## src/rtl/soc_bus_pkg.sv

```systemverilog
// Shared types and constants for the CPU-to-slave bus bridge.
`timescale 1ns/1ps
package soc_bus_pkg;

  // Bridge transaction phases
  typedef enum logic [1:0] {
    ST_IDLE   = 2'd0,
    ST_ACCESS = 2'd1,
    ST_RESP   = 2'd2
  } bus_state_e;

  // Exception codes handed back to the CPU for CP0
  localparam logic [4:0] EXC_ADEL = 5'd4;
  localparam logic [4:0] EXC_ADES = 5'd5;
  localparam logic [4:0] EXC_DBE  = 5'd7;

  // Access size encodings on cpu_mask (2'b11 is reserved and behaves as a word)
  localparam logic [1:0] MASK_WORD = 2'b00;
  localparam logic [1:0] MASK_HALF = 2'b01;
  localparam logic [1:0] MASK_BYTE = 2'b10;

  // True when the low address bits do not suit the access size
  function automatic logic is_misaligned(input logic [1:0] mask, input logic [1:0] addr_lo);
    case (mask)
      MASK_HALF: return addr_lo[0];
      MASK_BYTE: return 1'b0;
      default:   return (addr_lo != 2'b00);
    endcase
  endfunction

endpackage

```

## src/rtl/soc_addr_decoder.sv

```systemverilog
// Combinational region decoder: per-slave hit, lowest-index one-hot select, miss flag.
`timescale 1ns/1ps
module soc_addr_decoder
  import soc_bus_pkg::*;
#(
  parameter int                          NUM_SLAVES = 4,
  parameter logic [NUM_SLAVES*32-1:0]    SLAVE_BASE = {32'h4000_0000, 32'h3000_0000,
                                                       32'h2000_0000, 32'h1000_0000},
  parameter logic [NUM_SLAVES*32-1:0]    SLAVE_MASK = {32'hFFFF_0000, 32'hFFFF_0000,
                                                       32'hFFFF_0000, 32'hFFFF_0000}
) (
  input  logic [31:0]           addr,
  output logic [NUM_SLAVES-1:0] sel_onehot,
  output logic                  miss
);

  logic [NUM_SLAVES-1:0] hit;

  // One comparator per region; overlapping regions may hit together
  generate
    for (genvar gi = 0; gi < NUM_SLAVES; gi++) begin : g_hit
      assign hit[gi] = ((addr & SLAVE_MASK[gi*32 +: 32]) == SLAVE_BASE[gi*32 +: 32]);
    end
  endgenerate

  // Isolate the lowest set bit so the lowest-index slave wins on overlap
  assign sel_onehot = hit & (~hit + NUM_SLAVES'(1));
  assign miss       = ~|hit;

endmodule

```

## src/rtl/soc_bus_bridge.sv

```systemverilog
// CPU data port to NUM_SLAVES slave bridge: decode, alignment check, req/ack with timeout.
`timescale 1ns/1ps
module soc_bus_bridge
  import soc_bus_pkg::*;
#(
  parameter int                          NUM_SLAVES = 4,
  parameter logic [NUM_SLAVES*32-1:0]    SLAVE_BASE = {32'h4000_0000, 32'h3000_0000,
                                                       32'h2000_0000, 32'h1000_0000},
  parameter logic [NUM_SLAVES*32-1:0]    SLAVE_MASK = {32'hFFFF_0000, 32'hFFFF_0000,
                                                       32'hFFFF_0000, 32'hFFFF_0000},
  parameter int                          TIMEOUT    = 255
) (
  input  logic                     clk,
  input  logic                     reset,
  input  logic                     cpu_req,
  input  logic                     cpu_we,
  input  logic [31:0]              cpu_addr,
  input  logic [1:0]               cpu_mask,
  input  logic                     cpu_signed_ext,
  input  logic [31:0]              cpu_wdata,
  output logic [31:0]              bus_cpu_rdata,
  output logic                     bus_cpu_ready,
  output logic                     bus_cpu_err,
  output logic [4:0]               bus_cpu_cause,
  output logic [NUM_SLAVES-1:0]    slv_sel,
  output logic                     slv_we,
  output logic [31:0]              slv_addr,
  output logic [1:0]               slv_mask,
  output logic                     slv_signed_ext,
  output logic [31:0]              slv_wdata,
  input  logic [NUM_SLAVES*32-1:0] slv_rdata,
  input  logic [NUM_SLAVES-1:0]    slv_ack
);

  localparam int             CW  = $clog2(TIMEOUT + 1);
  localparam logic [CW-1:0]  TMO = CW'(TIMEOUT);

  bus_state_e            state_q, state_d;
  logic [CW-1:0]         cnt_q, cnt_d;
  logic                  we_q, we_d, sext_q, sext_d;
  logic [31:0]           addr_q, addr_d, wdata_q, wdata_d;
  logic [1:0]            mask_q, mask_d;
  logic [NUM_SLAVES-1:0] sel_q, sel_d;
  logic [31:0]           cap_q, cap_d;
  logic                  err_pend_q, err_pend_d;
  logic [4:0]            cause_pend_q, cause_pend_d;
  logic                  ready_q, ready_d, err_q, err_d;
  logic [31:0]           rdata_q, rdata_d;
  logic [4:0]            cause_q, cause_d;

  logic [NUM_SLAVES-1:0] dec_onehot;
  logic                  dec_miss;
  logic                  ack_hit;
  logic [31:0]           sel_rdata;

  soc_addr_decoder #(
    .NUM_SLAVES (NUM_SLAVES),
    .SLAVE_BASE (SLAVE_BASE),
    .SLAVE_MASK (SLAVE_MASK)
  ) u_dec (
    .addr       (cpu_addr),
    .sel_onehot (dec_onehot),
    .miss       (dec_miss)
  );

  // Only the selected slave's ack counts; pick its read data
  assign ack_hit = |(slv_ack & sel_q);
  always_comb begin
    sel_rdata = '0;
    for (int i = 0; i < NUM_SLAVES; i++) begin
      if (sel_q[i]) sel_rdata = slv_rdata[i*32 +: 32];
    end
  end

  // Next-state and registered-output logic for the transaction FSM
  always_comb begin
    state_d      = state_q;
    cnt_d        = cnt_q;
    we_d         = we_q;
    addr_d       = addr_q;
    mask_d       = mask_q;
    sext_d       = sext_q;
    wdata_d      = wdata_q;
    sel_d        = sel_q;
    cap_d        = cap_q;
    err_pend_d   = err_pend_q;
    cause_pend_d = cause_pend_q;
    ready_d      = 1'b0;
    err_d        = 1'b0;
    cause_d      = 5'd0;
    rdata_d      = 32'd0;
    case (state_q)
      ST_IDLE: begin
        if (cpu_req) begin
          we_d    = cpu_we;
          addr_d  = cpu_addr;
          mask_d  = cpu_mask;
          sext_d  = cpu_signed_ext;
          wdata_d = cpu_wdata;
          cap_d   = 32'd0;
          if (is_misaligned(cpu_mask, cpu_addr[1:0])) begin
            err_pend_d   = 1'b1;
            cause_pend_d = cpu_we ? EXC_ADES : EXC_ADEL;
            state_d      = ST_RESP;
          end else if (dec_miss) begin
            err_pend_d   = 1'b1;
            cause_pend_d = EXC_DBE;
            state_d      = ST_RESP;
          end else begin
            err_pend_d   = 1'b0;
            cause_pend_d = 5'd0;
            sel_d        = dec_onehot;
            cnt_d        = '0;
            state_d      = ST_ACCESS;
          end
        end
      end
      ST_ACCESS: begin
        cnt_d = cnt_q + CW'(1);
        if (ack_hit) begin
          cap_d   = sel_rdata;
          sel_d   = '0;
          state_d = ST_RESP;
        end else if (cnt_q == TMO) begin
          err_pend_d   = 1'b1;
          cause_pend_d = EXC_DBE;
          sel_d        = '0;
          state_d      = ST_RESP;
        end
      end
      ST_RESP: begin
        ready_d = 1'b1;
        err_d   = err_pend_q;
        cause_d = err_pend_q ? cause_pend_q : 5'd0;
        rdata_d = err_pend_q ? 32'd0 : cap_q;
        state_d = ST_IDLE;
      end
      default: state_d = ST_IDLE;
    endcase
  end

  // State, request latches and output registers
  always_ff @(posedge clk or posedge reset) begin
    if (reset) begin
      state_q      <= ST_IDLE;
      cnt_q        <= '0;
      we_q         <= 1'b0;
      addr_q       <= 32'd0;
      mask_q       <= 2'b00;
      sext_q       <= 1'b0;
      wdata_q      <= 32'd0;
      sel_q        <= '0;
      cap_q        <= 32'd0;
      err_pend_q   <= 1'b0;
      cause_pend_q <= 5'd0;
      ready_q      <= 1'b0;
      err_q        <= 1'b0;
      cause_q      <= 5'd0;
      rdata_q      <= 32'd0;
    end else begin
      state_q      <= state_d;
      cnt_q        <= cnt_d;
      we_q         <= we_d;
      addr_q       <= addr_d;
      mask_q       <= mask_d;
      sext_q       <= sext_d;
      wdata_q      <= wdata_d;
      sel_q        <= sel_d;
      cap_q        <= cap_d;
      err_pend_q   <= err_pend_d;
      cause_pend_q <= cause_pend_d;
      ready_q      <= ready_d;
      err_q        <= err_d;
      cause_q      <= cause_d;
      rdata_q      <= rdata_d;
    end
  end

  assign bus_cpu_rdata  = rdata_q;
  assign bus_cpu_ready  = ready_q;
  assign bus_cpu_err    = err_q;
  assign bus_cpu_cause  = cause_q;
  assign slv_sel        = sel_q;
  assign slv_we         = we_q;
  assign slv_addr       = addr_q;
  assign slv_mask       = mask_q;
  assign slv_signed_ext = sext_q;
  assign slv_wdata      = wdata_q;

endmodule

```

## config.mk

```make
export PLATFORM = sky130hd
export DESIGN_NAME = soc_bus_bridge
export DESIGN_NICKNAME = d
export VERILOG_FILES = /design/src/rtl/soc_bus_pkg.sv /design/src/rtl/soc_addr_decoder.sv /design/src/rtl/soc_bus_bridge.sv
export SDC_FILE = /design/constraint.sdc
export NUM_CORES = 1
export LEC_CHECK = 0
export ABC_AREA = 1
export CORE_MARGIN = 2
export CORE_UTILIZATION = 42
export DETAILED_ROUTE_END_ITERATION = 6
export PLACE_DENSITY = 0.81
export SYNTH_ARGS = -nofsm -noshare
export SYNTH_HDL_FRONTEND = slang
export SYNTH_SLANG_ARGS = --single-unit
export TNS_END_PERCENT = 30
```

## constraint.sdc

```tcl
create_clock -name clk -period 6.84 [get_ports clk]
set_clock_uncertainty 0.05 [all_clocks]
set_input_delay 1.71 -clock clk [delete_from_list [all_inputs] [get_ports clk]]
set_output_delay 1.71 -clock clk [all_outputs]
set_load 0.005 [all_outputs]
```

==> Yosys cells after proc, flatten, opt, wreduce, memory -nomap -nowiden <==
Cells that the tools add are included.
{ "op_classes": {"addsub": 2, "eq_ne": 16, "muxes": 45, "bitwise": 3, "reduce_logical": 11} }
{ "op_table": {"columns": ["op", "count"], "rows": [
  ["$mux 32", 8],
  ["$pmux 32 s2", 1],
  ["$eq 16x14->1 const B", 2],
  ["$mux 5", 5],
  ["$mux 8", 3],
  ["$mux 4", 5],
  ["$eq 16x13->1 const B", 1],
  ["$eq 16x15->1 const B", 1],
  ["$pmux 8 s2", 1],
  ["$mux 1", 10],
  ["$mux 2", 5],
  ["$ne 2x2->1 const B", 5],
  ["$pmux 5 s2", 1],
  ["$add 8x1->8 const B", 1],
  ["$and 4x4->4", 2],
  ["$eq 8x8->1 const B", 1],
  ["$pmux 4 s2", 1],
  ["$reduce_and 4->1", 2],
  ["$reduce_or 4->1", 2],
  ["$mux 3", 2],
  ["$reduce_and 5->1", 1],
  ["$add 4x1->4 const B", 1],
  ["$eq 2x1->1 const B", 2],
  ["$eq 2x2->1 const B", 2],
  ["9 further kinds", 12]
]} }
{ "totals": {"register_bits": 159, "inputBits": 203} }

==> Longest topological paths before layout <==
Gate-level depths: netlist of the first run.
{ "depth": {"ltp_word": 8, "depth_mapped": 11, "ltp_nobuf": 11} }

==> Modules after synthesis <==
Synthesis of the first run repeated with hierarchy kept, for this count alone.
{ "unflattened": {"cells_unflattened": 849, "area_unflattened_um2": 7357.1} }
{ "modules_own_cells": {"columns": ["mod", "n_inst", "cells_per_inst", "area_per_inst_um2"], "rows": [
  ["soc_bus_bridge", 1, 814, 7195.7],
  ["soc_addr_decoder", 1, 35, 161.4]
]} }

==> Least setup slack after synthesis of the first run <==
OpenSTA, ideal clock, no wires.
{ "synth_timing": {"path_kind": "input to register", "startpoint": "input cpu_mask[1]", "endpoint": "register sel_q[2], in the netlist slv_sel[2]", "arrival_ns": 2.730, "t_required_ns": 6.673, "slack_ns": 3.943, "cell_stages": 11, "path_cell_list": "inv_1 > ha_1 > inv_1 > nand2_1 > o21a_1 > nor3_1 > nand2_2 > nand2_4 > nand2_4 > nand2_1 > nand2_1"} }
{ "synth_via": {"elab_chain_cells": 6, "elab_cells_between_ends": 7, "cone_classes": "3 x eq/ne; 3 x mux; 1 x reduce/logical"} }
{ "synth_lines": {"columns": ["element", "line_no", "source"], "rows": [
  ["start, declared", "soc_bus_bridge.sv:18", "input logic [1:0] cpu_mask,"],
  ["$eq 2x2->1 / $eq 2x1->1 (equally long branches)", "soc_bus_pkg.sv:24", "case (mask)"],
  ["$pmux 1 s2 (*)", "soc_bus_pkg.sv:24", null],
  ["$mux 1 (*)", "soc_bus_bridge.sv:94", "if (cpu_req) begin"],
  ["$mux 1 (*)", "soc_bus_bridge.sv:92", "case (state_q)"],
  ["$ne 2x2->1 (no source line) (*)", null, null],
  ["$reduce_and 5->1 (no source line) (*)", null, null],
  ["end signal, assigned", "soc_bus_bridge.sv:168", "sel_q <= sel_d;"],
  ["end, declared", "soc_bus_bridge.sv:43", "logic [NUM_SLAVES-1:0] sel_q, sel_d;"]
]} }
Every way passes the cells marked *; elsewhere a longest branch is shown, timed or not. The select of a mux whose other input is x is not followed.
A chain may end at the register's enable or synchronous reset.

==> Final worst setup path of the first run <==
{ "layout_timing": {"startpoint": "input cpu_req", "endpoint": "register wdata_q[22], in the netlist slv_wdata[22]"} }
{ "layout_via": {"elab_chain_cells": 1} }
{ "layout_lines": {"columns": ["element", "line_no", "source"], "rows": [
  ["start, declared", "soc_bus_bridge.sv:15", "input logic cpu_req,"],
  ["$reduce_and 2->1 (no source line)", null, null],
  ["end signal, assigned", "soc_bus_bridge.sv:167", "wdata_q <= wdata_d;"],
  ["end, declared", "soc_bus_bridge.sv:41", "logic [31:0] addr_q, addr_d, wdata_q, wdata_d;"]
]} }
No other way between the ends.

==> metrics.txt, run 1 <==
CP Depth=4; final hold vios=0; LEAKAGE=0.004539 uW; cell area after layout=0.01067 sq mm; RePlAce Congestion=0.8138; top fanout value on the critical path=71; first-pass GRT wire length=32280 um; hpwl dp=14780 um; maxcap violations=0; Internal=2276 uW; CTS tree=built; clock root cell=clkbuf_16; worst slew pin tran=1141 ps; Final period util=46.48%; DIE WIDTH=132.5 um; synthesized cell area=0.006935 sq mm; Pwr Total=3111 uW; TritonCTS Buffers=17; main area contributors after synthesis=dfrtp_1, mux2_2, nor2_1, o21ai_0, nand3_1; initial DRC count=297; vias per inst=4.949; cells after synthesis=709; CP Cell Sequence=clkdlybuf4s50_1 > nand2_2 > buf_4 > mux2_2; slowest stage cell, crit path=buf_4; Crit Path Category=input pin to flip-flop; relative slew slack=23.85%; Clock Pin Slew Worst Setup and Hold Paths=60 ps; Synth top area share=55.57%; CTS resizes=0; Vias=6102; IO buf count=311; fin crit period=3179 ps; total wirelength of the detailed-routed design=20490 um; fmax=314.5 MHz; synthesized area per cell=9.782 sq um; CP endpoint kind=flip-flop; Max stage delay on crit path=660 ps; Hold Buf Count CTS=0; WP buf/inv=2; critical path launch point type=input pin; GRT overflow=0; RSZ-0062 raised after global routing=no; initial antenna violation count=0; diode count=0; setup violation total in the final timing report=0; chip height=132.5 um; filler instances=1330; crit path to=slv_wdata[22]; Total Nets Final=1209; Core Box Area=0.01600 sq mm; post-CTS setup buffer count=0; clk_lat worst skew=420 ps; FF-to-FF Start=state_q[1]; final slew viol count=0; net switching power=835.3 uW; fraction of layout cells with a size suffix above 1=11.70%; power per cell area=291.7 mW/mm^2; Rows=46; Tot GR Track Use=23.27%; clk sink count=154; largest net degree at the start of global routing=101; R2R cell count=6; Clk pwr share=26.7%; r2r setup slk=4250 ps; register bit count reported by yosys=154; outcome=finished, final reports clean; Critical Path Start=cpu_req; sequential element share of the synthesized area=55.57%; arrival time worst endpoint=3430 ps; Synth area leader=dfrtp_1; Area Overhead vs Synth=53.80%; Die Footprint=0.01756 sq mm; CTS H-tree lvls=4; cell family with most CP delay=buffers and inverters; Post-Place Cells=1201; number of remaining DRC errors=0; sw frac=26.85%; antenna-violating nets left=0; Top Ports=314; Hold WC Path Type=flip-flop to flip-flop; cell with the most instances after synthesis=dfrtp_1; Yosys cell types=31; r2r endpoint=cap_q[12]; setup TNS=0 ps; placed inst area=0.01014 sq mm; drt wl/cell=16.62 um; number of synthesized flops with an enable pin=0; Comb power frac=32.9%; Finished Layout Cells=1233; Post-synth top flop=dfrtp_1; Post-synth top cells=dfrtp_1, nor2_1, o21ai_0; DR pass1 iterations=4; clock buffer depth=2; sequential share of power=40.4%; CP Data Required Time=7090 ps; vias in the first global route=6156; Ys Warns=0; WHS=433.6 ps; Initial Utilization=43.35%; Post-synth ARST share=100.0%; maximum vdd drop=190.1 uV
[metal layers]
| metal | wire length (um) | vias to the layer above | GRT usage (%) |
|---|---|---|---|
| li1 | - | 2961 | - |
| met1 | 8234 | 2929 | 27.03 |
| met5 | 0 | - | 0 |
| met4 | 436 | 0 | 8.662 |
| met3 | 1197 | 34 | 5.977 |
| met2 | 10620 | 178 | 41.36 |
[logic make-up (layout without fill, tap and decap cells)]
kind of cell	after synthesis	in the layout	synth area share, %
adder cells (fa/ha/maj)	2	2	0.3608
buffers and inverters	97	404	6.404
AO/OA/AOI/OAI	149	149	12.21
XOR/XNOR	1	1	0.1263
multiplexers	65	65	10.55
other	1	2	0.05407
AND/OR/NAND/NOR	240	240	14.72
flip-flops	154	154	55.57
[area by class of cell]
type | count | area [sq um] | area share (%)
Timing Repair Buffer | 319 | 3173 | 29.75
Sequential cell | 154 | 3855 | 36.14
Inverter | 53 | 203.9 | 1.912
Tap cell | 216 | 270.3 | 2.534
Clock buffer | 21 | 450.4 | 4.223
Multi-Input combinational cell | 459 | 2641 | 24.76
Clock inverter | 11 | 72.57 | 0.6804
[worst min-delay path by stage]
stage / slack (ps) / start / cells past startpoint / endpoint
floorplan: 410 / cap_q[0] / 2 / bus_cpu_rdata[0]
global placement: 410 / cap_q[22] / 2 / bus_cpu_rdata[22]
detailed placement: 420 / cap_q[6] / 2 / bus_cpu_rdata[6]
CTS: 430 / cap_q[20] / 2 / bus_cpu_rdata[20]
global route: 450 / cap_q[14] / 2 / bus_cpu_rdata[14]
finish: 430 / cap_q[2] / 2 / bus_cpu_rdata[2]
[power groups by stage]
stage               Sequential (uW)  Combinational, uW  Clock, uW
finish                         1260               1020        831
global route                   1280               1090        889
CTS                            1260               1040        851
detailed placement             1270               1030          0
global placement               1260               1010          0
floorplan                      1280                371          0
[through the flow]
step	utilization [%]	setup slack, ps
5_1_grt	66.66	3355
3_5_place_dp	63.40	3148
2_1_floorplan	-	930.2
6_report	66.66	3661
3_3_place_gp	63.40	3161
4_1_cts	66.66	3595
[state kept, by name (all words and copies together) (netlist names)]
name and count:
bus_cpu_rdata 32, cap_q 32, slv_addr 32, slv_wdata 32, cnt_q 8, slv_sel 4, bus_cpu_cause 3, cause_pend_q 3
slv_mask 2, state_q 2, bus_cpu_err 1, bus_cpu_ready 1, slv_signed_ext 1, slv_we 1
[cell usage in the layout (no fill, tap or decap), drive strengths merged, types with 32 or more instances in the layout]
cell type      instances
dfrtp                154
nand3                 50
clkdlybuf4s50        311
o21ai                 80
inv                   54
nand2                 55
a21oi                 36
a22oi                 32
nor2                 127
mux2                  65
[worst register-to-register path: cells and delay by family (launching register included)]
| kind | cells | cell delay [ps] |
|---|---|---|
| buf+inv | 2 | 990 |
| simple gates | 2 | 670 |
| flops | 1 | 420 |
| compound gates | 2 | 380 |
No activity file was read; power rests on OpenSTA's default activity.
==> run 2, diff against run 1 <==
--- a/config.mk
+++ b/config.mk
@@ -7,9 +7,9 @@
 export LEC_CHECK = 0
 export ABC_AREA = 1
 export CORE_MARGIN = 2
-export CORE_UTILIZATION = 42
+export CORE_UTILIZATION = 38
 export DETAILED_ROUTE_END_ITERATION = 6
-export PLACE_DENSITY = 0.81
+export PLACE_DENSITY = 0.77
 export SYNTH_ARGS = -nofsm -noshare
 export SYNTH_HDL_FRONTEND = slang
 export SYNTH_SLANG_ARGS = --single-unit
==> constraint.sdc (replaced) <==
create_clock -name clk -period 2.67 [get_ports clk]
set_clock_uncertainty 0.05 [all_clocks]
set_input_delay 0.6675 -clock clk [delete_from_list [all_inputs] [get_ports clk]]
set_output_delay 0.6675 -clock clk [all_outputs]
set_load 0.005 [all_outputs]
==> run 2 against run 1 <==
  * Wire length down 2.0%
  * Hold slack worse by 1.1 ps
  * Total power rose to 2.7 times the previous value
  * Sequential cell count unchanged
  * Worst setup slack worse by 3100 ps
  * Sequential share of layout area down 0.57 points
  * Utilization down 6.3 points
  * Critical endpoint is now slv_sel[3]
  * Largest cell class unchanged
==> metrics.txt, run 2 (same netlist as run 1, synthesis figures left out) <==
Core Box Area=0.01796 sq mm (+12%); vias in the first global route=6096 (-0.97%); net switching power=2175 uW (+160%); Vias=6119 (+0.28%); final hold vios=0 (unchanged); clock buffer depth=2 (unchanged); antenna-violating nets left=0 (unchanged); Crit Path Category=flip-flop to primary output; CP Data Required Time=1950 ps (-5140 ps); FF+latch area=0.003855 sq mm (unchanged); worst slew pin tran=574.3 ps (-566.8 ps); final setup margin=519.3 ps (-3142 ps); TritonCTS Buffers=17 (unchanged); top fanout value on the critical path=6 (-92%); Initial Utilization=38.61% (-4.7 points); placed inst area=0.01025 sq mm (+1.0%); Internal=6105 uW (+170%); Clock Pin Slew Worst Setup and Hold Paths=60 ps (about the same); CTS tree=built; most common cell after layout, fill and taps aside=clkdlybuf4s50_1; Hold WC Path Type=flip-flop to flip-flop; IO buf count=311 (unchanged); arrival time worst endpoint=1430 ps (-2000 ps); slowest stage cell, crit path=clkdlybuf4s50_1; Finished Layout Cells=1252 (+1.5%); Rows=49 (+6.5%); Hold Buf Count CTS=0 (unchanged); initial antenna violation count=0 (unchanged); total wirelength of the detailed-routed design=20070 um (-2.0%); fmax=465.0 MHz; DR pass1 iterations=6 (+2); Clk pwr share=28.9% (+2.2 points); maximum vdd drop=546.8 uV (+190%); WHS=432.5 ps (-1.096 ps); clock root cell=clkbuf_16; combined area of the multi-input logic cells=0.002641 sq mm (unchanged); cell family with most CP delay=buffers and inverters; LEAKAGE=0.004610 uW (+1.6%); initial DRC count=307 (+3.4%); Top Ports=314 (unchanged); CTS resizes=0 (unchanged); Comb power frac=32.3% (-0.6 points); R2R cell count=7 (+1); vias per inst=4.887 (-1.2%); RePlAce Congestion=0.8355 (+2.7%); hpwl dp=14820 um (+0.28%); CP Cell Sequence=clkdlybuf4s50_1; hold depth=2 (unchanged); Max stage delay on crit path=580 ps (-80 ps); cell area after layout=0.01084 sq mm (+1.6%); Tot GR Track Use=20.80% (-2.5 points); power per cell area=764.0 mW/mm^2 (+160%); filler instances=1556 (+17%); Die Footprint=0.01935 sq mm (+10%); drt wl/cell=16.03 um (-3.5%); DIE WIDTH=139.1 um (+5.0%); fraction of layout cells with a size suffix above 1=12.23% (+0.53 points); relative slew slack=61.72% (+38 points); Hold Crit Start=cap_q[19]; final slew viol count=0 (unchanged); Area Overhead vs Synth=56.27%; sw frac=26.26% (-0.58 points); r2r endpoint=cap_q[22]; FF-to-FF Start=state_q[1]; critical path launch point type=flip-flop; chip height=139.1 um (+5.0%); r2r setup slk=900 ps (-3350 ps); pre-CTS setup slack=184.4 ps (-2964 ps); number of remaining DRC errors=0 (unchanged); post-CTS setup buffer count=0 (unchanged); Post-Place Cells=1219 (+1.5%); setup violation total in the final timing report=0 (unchanged); commonest non-fill, non-tap cells in the layout=clkdlybuf4s50_1, dfrtp_1, nor2_1, o21ai_0, mux2_2; fin crit period=2151 ps; first-pass GRT wire length=31920 um (-1.1%); Final period util=80.55%; clk_lat worst skew=410 ps (about the same); outcome=finished, final reports clean; largest net degree at the start of global routing=94 (-6.9%); RSZ-0062 raised after global routing=no; setup TNS=0 ps (unchanged); CTS H-tree lvls=4 (unchanged); Total Nets Final=1214 (+0.41%); WP buf/inv=1 (-1); hold endpoint=bus_cpu_rdata[19]; sequential share of power=38.8% (-1.6 points); GRT overflow=0 (unchanged); clk sink count=154 (unchanged); CP endpoint kind=primary output; maxcap violations=0 (unchanged)
## run 2: layer usage
layer	vias to the layer above	global-route usage (%)	part of all wire, %
met5	-	0	0
met4	0	8.825	2.9
met3	40	4.869	5.1
met2	190	35.60	51
met1	2922	25.26	41
li1	2967	-	-
## run 2: cell type report
class	instances	share of cell area, %
diodes	1	0.02309
clock buffers	22	4.375
clock inverters	10	1.062
inverters	53	1.870
multi-input cells	459	24.37
flip-flops and latches	154	35.57
well taps	229	2.644
repair buffers	324	30.09
## run 2: per-stage QoR
stage                     util, %  power (uW)
after floorplan                 -        4234
after global placement      57.04        5879
after detailed placement    57.04        5950
after CTS                   60.32        8371
after global routing        60.32        8676
final                       60.33        8280
## run 2: worst max-delay path by stage
stage | start | end | slack [ps] | cells past startpoint
final | slv_sel[3] | slv_sel[3] | 520 | 1
after global routing | slv_sel[3] | slv_sel[3] | 430 | 1
after CTS | slv_sel[3] | slv_sel[3] | 480 | 1
after detailed placement | cpu_mask[1] | slv_sel[1] | 180 | 12
after global placement | cpu_mask[1] | slv_sel[1] | 230 | 12
after floorplan | reset | bus_cpu_cause[0] | 8 | 1
## run 2: power groups by stage
stage	Sequential (uW)	Clock [uW]	Combinational (uW)
final	3220	2390	2670
after global routing	3290	2540	2850
after CTS	3220	2440	2710
after detailed placement	3250	0	2700
after global placement	3210	0	2670
after floorplan	3280	0	952
==> run 3, diff against run 2 <==
--- a/config.mk
+++ b/config.mk
@@ -7,9 +7,9 @@
 export LEC_CHECK = 0
 export ABC_AREA = 1
 export CORE_MARGIN = 2
-export CORE_UTILIZATION = 38
+export CORE_UTILIZATION = 42
 export DETAILED_ROUTE_END_ITERATION = 6
-export PLACE_DENSITY = 0.77
+export PLACE_DENSITY = 0.81
 export SYNTH_ARGS = -nofsm -noshare
 export SYNTH_HDL_FRONTEND = slang
 export SYNTH_SLANG_ARGS = --single-unit
==> constraint.sdc (replaced) <==
create_clock -name clk -period 2 [get_ports clk]
set_clock_uncertainty 0.05 [all_clocks]
set_input_delay 0.5 -clock clk [delete_from_list [all_inputs] [get_ports clk]]
set_output_delay 0.5 -clock clk [all_outputs]
set_load 0.005 [all_outputs]
==> run 3 against run 2 <==
  * Total power increased by 34%
  * Sequential share of layout area decreased by 0.88 points
  * Design area increased by 2.6%
  * Sequential cell count unchanged
  * Hold slack got worse by 7.8 ps
  * Utilization increased by 9.2 points
  * Global-route usage increased by 2.9 points
  * Clock-buffer cell count decreased by 2
  * Critical path depth unchanged
  * Sequential power increased by 33%
  * Wire length increased by 2.3%
  * Via count increased by 1.9%
  * Largest power group unchanged
==> metrics.txt, run 3 (same netlist as run 1, synthesis figures left out) <==
final hold vios=0 (unchanged); CP Data Required Time=1450 ps (-500 ps); Rows=46 (-6.1%); hpwl dp=15450 um (+4.3%); Max stage delay on crit path=550 ps (-30 ps); drt wl/cell=16.25 um (+1.4%); cell family with most CP delay=buffers and inverters; vias per inst=4.937 (+1.0%); total wirelength of the detailed-routed design=20520 um (+2.3%); clock root cell=clkbuf_16; power per cell area=999.0 mW/mm^2 (+31%); most common cell after layout, fill and taps aside=clkdlybuf4s50_1; Initial Utilization=43.35% (+4.7 points); Top Ports=314 (unchanged); CP Cell Sequence=clkdlybuf4s50_1; combined area of the multi-input logic cells=0.002646 sq mm (+0.19%); diode count=0 (-1); initial antenna violation count=0 (unchanged); setup violation total in the final timing report=0 (unchanged); vias in the first global route=6523 (+7.0%); clock buffer depth=2 (unchanged); top fanout value on the critical path=6 (unchanged); WP buf/inv=1 (unchanged); CP endpoint kind=primary output; CP Depth=1 (unchanged); outcome=finished, final reports clean; Final period util=96.49%; LEAKAGE=0.004788 uW (+3.9%); worst slew pin tran=514.3 ps (-59.91 ps); clk sink count=154 (unchanged); maximum vdd drop=666.0 uV (+22%); first-pass GRT wire length=33150 um (+3.8%); critical path launch point type=flip-flop; setup TNS=0 ps (unchanged); post-CTS setup buffer count=0 (unchanged); Die Footprint=0.01756 sq mm (-9.3%); Post-Place Cells=1231 (+0.98%); largest net degree at the start of global routing=63 (-33%); TritonCTS Buffers=17 (unchanged); final slew viol count=0 (unchanged); DR pass1 iterations=5 (-1); clk_lat worst skew=420 ps (about the same); Crit Path Category=flip-flop to primary output; fmax=518.2 MHz; fin crit period=1930 ps; number of remaining DRC errors=0 (unchanged); GRT overflow=0 (unchanged); chip height=132.5 um (-4.7%); Finished Layout Cells=1263 (+0.88%); CTS H-tree lvls=4 (unchanged); crit path to=slv_sel[3]; initial DRC count=329 (+7.2%); commonest non-fill, non-tap cells in the layout=clkdlybuf4s50_1, dfrtp_1, nor2_1, o21ai_0, mux2_2; relative slew slack=65.64% (+3.9 points); maxcap violations=0 (unchanged); IO buf count=311 (unchanged); slowest stage cell, crit path=clkdlybuf4s50_1; Clock Pin Slew Worst Setup and Hold Paths=60 ps (about the same); Hold WC Path Type=input pin to async pin; arrival time worst endpoint=1380 ps (-50 ps); R2R cell count=8 (+1); CTS tree=built; Core Box Area=0.01600 sq mm (-11%); antenna-violating nets left=0 (unchanged); Tot GR Track Use=23.74% (+2.9 points); RSZ-0062 raised after global routing=no; Critical Path Start=slv_sel[3]; filler instances=1275 (-18%); r2r setup slk=330 ps (-570 ps); Total Nets Final=1239 (+2.1%); RePlAce Congestion=0.8194 (-1.9%); Area Overhead vs Synth=60.35%; FF-to-FF Start=cnt_q[0]; r2r endpoint=cause_pend_q[1]; final core utilization=69.50% (+9.2 points); Vias=6236 (+1.9%); FF+latch area=0.003857 sq mm (about the same); fraction of layout cells with a size suffix above 1=14.80% (+2.6 points); DIE WIDTH=132.5 um (-4.7%)
[run 3: final cells by class]
type	count	share of cell area (%)
Inverter	53	1.823
Clock buffer	20	4.197
Clock inverter	12	1.035
Timing Repair Buffer	349	32.03
Tap cell	216	2.430
Sequential cell	154	34.69
Multi-Input combinational cell	459	23.80
[run 3: per-stage QoR]
stage | area, sq um | worst slack, ps | hold slack [ps] | total power (uW)
finish | 11120 | 70.17 | 424.7 | 11110
global route | 11120 | 7.550 | 438.3 | 11660
CTS | 11110 | 24.94 | 429.5 | 11210
detailed placement | 10530 | -287.5 | 423.6 | 8065
global placement | 10530 | -232.6 | 408.9 | 7960
floorplan | 6943 | -494.9 | 407.2 | 5652
[run 3: how the worst min path moves through the flow]
| stage | from | to | slack (ps) | cells after the start |
|---|---|---|---|---|
| floorplan | cap_q[0] | bus_cpu_rdata[0] | 410 | 2 |
| CTS | reset | slv_wdata[12] | 430 | 2 |
| global placement | cap_q[26] | bus_cpu_rdata[26] | 410 | 2 |
| detailed placement | cap_q[25] | bus_cpu_rdata[25] | 420 | 2 |
| finish | reset | slv_wdata[12] | 420 | 2 |
| global route | reset | cap_q[26] | 440 | 2 |
[run 3: power breakdown]
part | switching (uW) | total, uW | internal [uW] | leakage (uW)
Combinational | 1290 | 3710 | 2420 | 0.00257
Clock | 1290 | 3120 | 1820 | 0.000279
Sequential | 382 | 4290 | 3900 | 0.00194
[run 3: routing by layer]
metal	share of wire (%)	up-vias	track usage [%]
met5	0	-	0
met4	2.6	0	9.020
met3	5.1	42	5.709
met2	52	200	43.09
met1	40	2963	26.98
li1	-	3031	-
[run 3: what timing repair did]
item,CTS,global route
hold buffers,0,0
gates resized for setup,3,2
setup endpoints to repair,3,5
